<file path="src/rtl/branch_predict_unit.sv">
// Fetch-side branch predictor (2-bit BHT + direct-mapped BTB) with an
// execute-side resolver that detects mispredictions, issues a registered
// redirect/flush, trains the tables and keeps performance counters.
module branch_predict_unit #(
  parameter int unsigned XLEN        = 32,
  parameter int unsigned BHT_ENTRIES = 64,
  parameter int unsigned BTB_ENTRIES = 16
) (
  input  logic            i_clk,
  input  logic            i_rst_n,
  input  logic [XLEN-1:0] i_if_pc,
  output logic            o_pred_take,
  output logic [XLEN-1:0] o_pred_target,
  input  logic            i_ex_valid,
  input  logic            i_ex_isBranch,
  input  logic            i_ex_isJal,
  input  logic            i_ex_isJalr,
  input  logic [2:0]      i_ex_funct3,
  input  logic [XLEN-1:0] i_ex_pc,
  input  logic [XLEN-1:0] i_ex_rs1,
  input  logic [XLEN-1:0] i_ex_rs2,
  input  logic [XLEN-1:0] i_ex_imm,
  input  logic            i_ex_pred_take,
  input  logic [XLEN-1:0] i_ex_pred_target,
  output logic            o_flush,
  output logic [XLEN-1:0] o_redirect_pc,
  output logic [31:0]     o_branch_count,
  output logic [31:0]     o_mispredict_count
);

  localparam int unsigned BHT_IDX = $clog2(BHT_ENTRIES);
  localparam int unsigned BTB_IDX = $clog2(BTB_ENTRIES);
  localparam int unsigned TAG_W   = XLEN - 2 - BTB_IDX;

  logic [1:0]       bht        [BHT_ENTRIES];
  logic             btb_valid  [BTB_ENTRIES];
  logic             btb_jump   [BTB_ENTRIES];
  logic [TAG_W-1:0] btb_tag    [BTB_ENTRIES];
  logic [XLEN-1:0]  btb_target [BTB_ENTRIES];

  logic [31:0] branch_count;
  logic [31:0] mispredict_count;

  // Fetch-side lookup, zero latency
  logic [BHT_IDX-1:0] if_bht_idx;
  logic [BTB_IDX-1:0] if_btb_idx;
  logic [TAG_W-1:0]   if_tag;
  logic               if_hit;

  assign if_bht_idx    = i_if_pc[BHT_IDX+1:2];
  assign if_btb_idx    = i_if_pc[BTB_IDX+1:2];
  assign if_tag        = i_if_pc[XLEN-1:BTB_IDX+2];
  assign if_hit        = btb_valid[if_btb_idx] && (btb_tag[if_btb_idx] == if_tag);
  assign o_pred_take   = if_hit && (btb_jump[if_btb_idx] || bht[if_bht_idx][1]);
  assign o_pred_target = o_pred_take ? btb_target[if_btb_idx] : i_if_pc + XLEN'(4);

  // Execute-side decode; JALR outranks JAL outranks branch
  logic [BHT_IDX-1:0] ex_bht_idx;
  logic [BTB_IDX-1:0] ex_btb_idx;
  logic [TAG_W-1:0]   ex_tag;
  logic               ex_hit;
  logic               is_jalr;
  logic               is_jal;
  logic               is_br;
  logic               is_cf;
  logic               br_cond;
  logic               act_take;
  logic [XLEN-1:0]    act_target;
  logic [XLEN-1:0]    act_next;
  logic               mispredict;

  assign ex_bht_idx = i_ex_pc[BHT_IDX+1:2];
  assign ex_btb_idx = i_ex_pc[BTB_IDX+1:2];
  assign ex_tag     = i_ex_pc[XLEN-1:BTB_IDX+2];
  assign ex_hit     = btb_valid[ex_btb_idx] && (btb_tag[ex_btb_idx] == ex_tag);

  assign is_jalr = i_ex_valid && i_ex_isJalr;
  assign is_jal  = i_ex_valid && i_ex_isJal && !i_ex_isJalr;
  // funct3 010/011 are not branch encodings; such slots behave as plain instructions
  assign is_br   = i_ex_valid && i_ex_isBranch && !i_ex_isJal && !i_ex_isJalr &&
                   (i_ex_funct3[2:1] != 2'b01);
  assign is_cf   = is_jalr || is_jal || is_br;

  // Branch condition evaluation
  always_comb begin
    br_cond = 1'b0;
    case (i_ex_funct3)
      3'b000:  br_cond = (i_ex_rs1 == i_ex_rs2);
      3'b001:  br_cond = (i_ex_rs1 != i_ex_rs2);
      3'b100:  br_cond = ($signed(i_ex_rs1) <  $signed(i_ex_rs2));
      3'b101:  br_cond = ($signed(i_ex_rs1) >= $signed(i_ex_rs2));
      3'b110:  br_cond = (i_ex_rs1 <  i_ex_rs2);
      3'b111:  br_cond = (i_ex_rs1 >= i_ex_rs2);
      default: br_cond = 1'b0;
    endcase
  end

  assign act_take   = is_jal || is_jalr || (is_br && br_cond);
  assign act_target = is_jalr ? ((i_ex_rs1 + i_ex_imm) & ~XLEN'(1)) : (i_ex_pc + i_ex_imm);
  assign act_next   = act_take ? act_target : (i_ex_pc + XLEN'(4));
  assign mispredict = i_ex_valid &&
                      ((act_take != i_ex_pred_take) ||
                       (act_take && i_ex_pred_take && (act_target != i_ex_pred_target)));

  // BHT training: saturating 2-bit counters
  always_ff @(posedge i_clk or negedge i_rst_n) begin
    if (!i_rst_n) begin
      for (int unsigned i = 0; i < BHT_ENTRIES; i++) bht[BHT_IDX'(i)] <= 2'b01;
    end else if (is_br) begin
      if (br_cond && (bht[ex_bht_idx] != 2'b11))
        bht[ex_bht_idx] <= bht[ex_bht_idx] + 2'd1;
      else if (!br_cond && (bht[ex_bht_idx] != 2'b00))
        bht[ex_bht_idx] <= bht[ex_bht_idx] - 2'd1;
    end
  end

  // BTB valid bits: set on taken control flow, cleared on an aliasing hit
  always_ff @(posedge i_clk or negedge i_rst_n) begin
    if (!i_rst_n) begin
      for (int unsigned i = 0; i < BTB_ENTRIES; i++) btb_valid[BTB_IDX'(i)] <= 1'b0;
    end else if (act_take) begin
      btb_valid[ex_btb_idx] <= 1'b1;
    end else if (i_ex_valid && !is_cf && ex_hit) begin
      btb_valid[ex_btb_idx] <= 1'b0;
    end
  end

  // BTB payload, qualified by the valid bits so no reset is needed
  always_ff @(posedge i_clk) begin
    if (act_take) begin
      btb_jump[ex_btb_idx]   <= is_jal || is_jalr;
      btb_tag[ex_btb_idx]    <= ex_tag;
      btb_target[ex_btb_idx] <= act_target;
    end
  end

  // Registered single-cycle flush/redirect and performance counters
  always_ff @(posedge i_clk or negedge i_rst_n) begin
    if (!i_rst_n) begin
      o_flush          <= 1'b0;
      o_redirect_pc    <= '0;
      branch_count     <= '0;
      mispredict_count <= '0;
    end else begin
      o_flush <= mispredict;
      if (mispredict) begin
        o_redirect_pc    <= act_next;
        mispredict_count <= mispredict_count + 32'd1;
      end
      if (is_cf) branch_count <= branch_count + 32'd1;
    end
  end

  assign o_branch_count     = branch_count;
  assign o_mispredict_count = mispredict_count;

endmodule

</file>
<file path="config.mk">
export PLATFORM = sky130hd
export DESIGN_NAME = branch_predict_unit
export DESIGN_NICKNAME = d
export VERILOG_FILES = /design/src/rtl/branch_predict_unit.sv
export SDC_FILE = /design/constraint.sdc
export NUM_CORES = 2
export LEC_CHECK = 0
export CAP_MARGIN = 10
export CORE_MARGIN = 2
export CORE_UTILIZATION = 60
export CTS_CLUSTER_DIAMETER = 50
export DETAILED_ROUTE_END_ITERATION = 8
export GPL_ROUTABILITY_DRIVEN = 0
export PLACE_DENSITY = 0.8
export SLEW_MARGIN = 20
export SYNTH_ARGS = -nofsm -noshare
export SYNTH_HDL_FRONTEND = slang
export SYNTH_SLANG_ARGS = --single-unit
</file>
<file path="constraint.sdc">
create_clock -name i_clk -period 7.1 [get_ports i_clk]
set_input_delay 1.42 -clock i_clk [delete_from_list [all_inputs] [get_ports i_clk]]
set_output_delay 1.42 -clock i_clk [all_outputs]
set_load 0.005 [all_outputs]
</file>
==> run summary <==
After synthesis the cells add up to about 58000 um2. The core region is 96600 um2. The commonest cells after synthesis are sky130_fd_sc_hd__edfxtp_1 (944), sky130_fd_sc_hd__mux4_2 (324), sky130_fd_sc_hd__nand2_1 (264), sky130_fd_sc_hd__a21oi_1 (211), sky130_fd_sc_hd__nor2_1 (202). The floorplan row count is approximately 110. Among all cell types in the netlist, the one instantiated most often is sky130_fd_sc_hd__edfxtp_1.

The first-pass iteration count of the detailed router came out at 7. Walking the worst path, the cells encountered are buf_8 > buf_12 > buf_12 > mux4_2 > mux4_2 > xnor2_1 > nand4_1 > nor3_1 > nand3_4 > buf_4 > a21oi_1 > clkdlybuf4s50_1. The number of synthesis warnings came out at 0. The number of violations reported at the end of detailed-routing iteration 0 is between 6000 and 7000. The number of antenna violations at the first check in global routing came out at 13. The aggregate routed wire length came out at between 150000 and 200000 um.

The fraction of synthesized area in multiplexers is 0.169. The path class of the tightest hold or removal check is flop to flop. The endpoint required time on the critical path is around 5.7 ns. The number of distinct standard cells referenced by the synthesized netlist came out at 94. The total power density per cell area came out at 251 nW/um2. The total half-perimeter wirelength after legalization and detailed placement came out at 121000 um. The largest net degree at the start of global routing is 108. The maximum number of buffers from clock root to sink came out at 3. The final count of pins violating max slew came out at 0. The worst supply voltage drop on vdd is 224 uV. The aggregate global routing overflow came out at 0.

The worst path arrival time is 5.59 ns. After synthesis, the largest family of logic cells by area is multiplexers. The count of vias placed by the detailed router is 41600. The run finished with clean final reports. The die is 316 um wide. The kind of critical path is primary input to output port.

Setup repair after global routing left no endpoint under its margin. The effective utilization at floorplan is 0.604. The analysis attributes to cell leakage a power of 24.0 nW. The register area share after synthesis came out at 0.590.

The count of antenna-violating nets left after detailed routing is 0. Yosys attributes the largest share of cell area to sky130_fd_sc_hd__edfxtp_1 (49%), sky130_fd_sc_hd__mux4_2 (13%), sky130_fd_sc_hd__dfrtp_1 (7.6%). Relative to the synthesized area, the layout overhead comes to 16.7%. In the synthesized netlist the dominant register cell turns out to be sky130_fd_sc_hd__edfxtp_1. The number of buffer and inverter instances along the worst setup path came out at 5. The per-cell via count in the routed design is 7.15. The largest area contributor in the netlist is sky130_fd_sc_hd__edfxtp_1.

Of the total synthesized cell area, the portion taken by XOR and XNOR cells is 0.0377. The final routed DRC violation total came out at 0. The number of endpoints failing setup at the final stage came out at 0.

The final design area excluding fillers is 68100 um2. The number of post-CTS setup repair buffers came out at 0. The worst relative slew slack came out at 0.280. In this run, synthesis produced a sequential element count of 1185. The clock-pin slew reported for the worst setup and hold paths after clock tree synthesis is 0.06 ns. The worst-case clock skew is 0.0811 ns. The post-synthesis share of cell area spent on full adders, half adders and majority gates came out at 0.0228.

For the finished layout, the period the worst path requires is 7.01 ns. The global-route usage over all layers came out at 0.381. TritonCTS built the clock tree. The instance count of the mapped netlist came out at 4044.

The average detailed-routed wire length per instance is 32.6 um. The worst setup path is launched from a primary input. After the last flow step, the layout net total stands at about 4700.

The kind of cell with the highest combined delay along the critical path is buffers and inverters. The number of hold-slack violations in the final timing report came out at 0. Pin placement for this block handled 332 I/O pins. Buffers inserted during clock tree synthesis total 119. Total power for the finished layout comes to between 15 and 20 mW.

Clock tree synthesis selected as its root buffer the cell sky130_fd_sc_hd__clkbuf_16. The least setup slack across all paths after layout is 0.0899 ns. The number of H-tree levels is 3. The filler cells instantiated in the layout total 5997.

Each instance of the synthesized netlist takes up on average 14.4 um2. Of the post-synthesis cell area, the dominant cell type holds 0.486. Of the total synthesized cell area, the portion taken by AND, OR, NAND and NOR gates is 0.0750. The fraction of registers with async set/reset is 0.203. The proportion of layout cells with a drive suffix above 1 is 0.216.

The number of enable-type register cells in the synthesized netlist is 944. Of all nets on the critical path, the largest fanout is 22. Counting every net in the synthesized netlist gives 4351. The clock drives 1185 sinks. The number of global-route vias before repair came out at 41700.

The die outline height came out at 316 um. The post-placement setup slack came out at -0.0551 ns. The cts-stage hold buffer count is 0. Summing all placed instances gives a cell area of roughly 64000 um2. The max-cap check violation count is 0. The area fraction in compound gates after synthesis is 0.0816. The top achievable clock speed is approximately 140 MHz.

The transition time at the pin with the least slew margin is roughly 1.1 ns. The latest clock arrival within the worst-skew pair is 0.76 ns. The final core utilization came out at 0.706. For the final routed database, the setup TNS stands at 0 ns. Input and output buffers added on the ports amount to 331.

STA classifies the critical path endpoint as an output port. Of the available clock period, the critical path in the final layout requires 0.987. The slowest stage of the critical path belongs to the cell sky130_fd_sc_hd__clkdlybuf4s50_1.

The global-route wire length before repair is about 280000 um. The overall die area is 99800 um2. The delay contributed by the slowest stage of the critical path came out at 0.57 ns.
[power by group]
group | internal, mW | switching (mW) | leakage [nW]
combinational | 1.05 | 1.63 | 10.6
sequential | 7.92 | 0.173 | 11.5
clock | 3.47 | 2.87 | 1.91
[layer usage]
| metal | vias to the layer above | share of wire | wire, um | GRT usage |
|---|---|---|---|---|
| li1 | 16800 | - | - | - |
| met1 | 20400 | 0.32 | 61600 | 0.479 |
| met2 | 3699 | 0.46 | 87300 | 0.588 |
| met3 | 791 | 0.15 | 28300 | 0.126 |
| met4 | 14 | 0.065 | 12200 | 0.209 |
| met5 | - | 0.0015 | 278 | 0.0142 |
[cells by family (layout without fill, tap and decap cells)]
| kind of cell | count (synthesis) | count (layout) |
|---|---|---|
| flip-flops | 1185 | 1185 |
| AND/OR/NAND/NOR | 889 | 889 |
| AO/OA/AOI/OAI | 723 | 723 |
| multiplexers | 561 | 561 |
| buffers and inverters | 333 | 828 |
| XOR/XNOR | 248 | 248 |
| adder cells (fa/ha/maj) | 105 | 105 |
| other | 0 | 7 |
[per-stage QoR]
step	std cells	hold slack, ns
6_report	5822	0.493
5_1_grt	5818	0.500
4_1_cts	5815	0.496
3_5_place_dp	5590	0.480
3_3_place_gp	5590	0.464
2_1_floorplan	4044	0.465
[timing repair]
action,4_1_cts,5_1_grt
setup endpoints to repair,0,2
hold endpoints to repair,0,0
gates resized for setup,0,2
[final timing paths]
kind	cells after the start	to	slack, ns	startpoint
setup / recovery	12	o_pred_target[4]	0.09	i_if_pc[2]
hold / removal	1	o_branch_count[16]	0.49	o_branch_count[16]
setup reg to reg	12	bht[113]	3.23	bht[101]
hold reg to reg	1	o_branch_count[16]	0.49	o_branch_count[16]
max in group asynchronous	2	o_redirect_pc[13]	4.80	i_rst_n
min in group asynchronous	1	bht[87]	0.76	i_rst_n
[cell type report]
class                      instances  area (um2)  share of cell area
sequential                      1185       34500               0.506
antenna                            7        17.5            0.000257
tap                             1276        1600              0.0234
multi-input combinational       2526       22700               0.334
clock inverter                    74         738              0.0108
timing repair buffer             521        5060              0.0743
clock buffer                     151        3210              0.0472
inverter                          82         308             0.00452
[cell usage in the layout, fill, tap and decap left out, types with 73 or more instances in the layout]
cell type                         count
sky130_fd_sc_hd__a21oi_1            210
sky130_fd_sc_hd__a22oi_1            102
sky130_fd_sc_hd__buf_4              166
sky130_fd_sc_hd__clkbuf_16          120
sky130_fd_sc_hd__clkdlybuf4s50_1    322
sky130_fd_sc_hd__dfrtp_1            177
sky130_fd_sc_hd__edfxtp_1           944
sky130_fd_sc_hd__ha_1               103
sky130_fd_sc_hd__inv_1               81
sky130_fd_sc_hd__mux2_2             141
sky130_fd_sc_hd__mux2i_1             73
sky130_fd_sc_hd__mux4_2             324
sky130_fd_sc_hd__nand2_1            263
sky130_fd_sc_hd__nand3_1            111
sky130_fd_sc_hd__nand4_1             98
sky130_fd_sc_hd__nor2_1             186
sky130_fd_sc_hd__o21ai_0            105
sky130_fd_sc_hd__xnor2_1            140
sky130_fd_sc_hd__xor2_1             105
[flip-flops by register name, indices dropped and copies added, names as in the netlist, named ones only]
signal	count
o_mispredict_count	32
btb_tag	416
o_branch_count	32
o_flush	1
btb_target	512
bht	64
btb_jump	16
o_redirect_pc	32
Power figures use the tool's default switching activity.
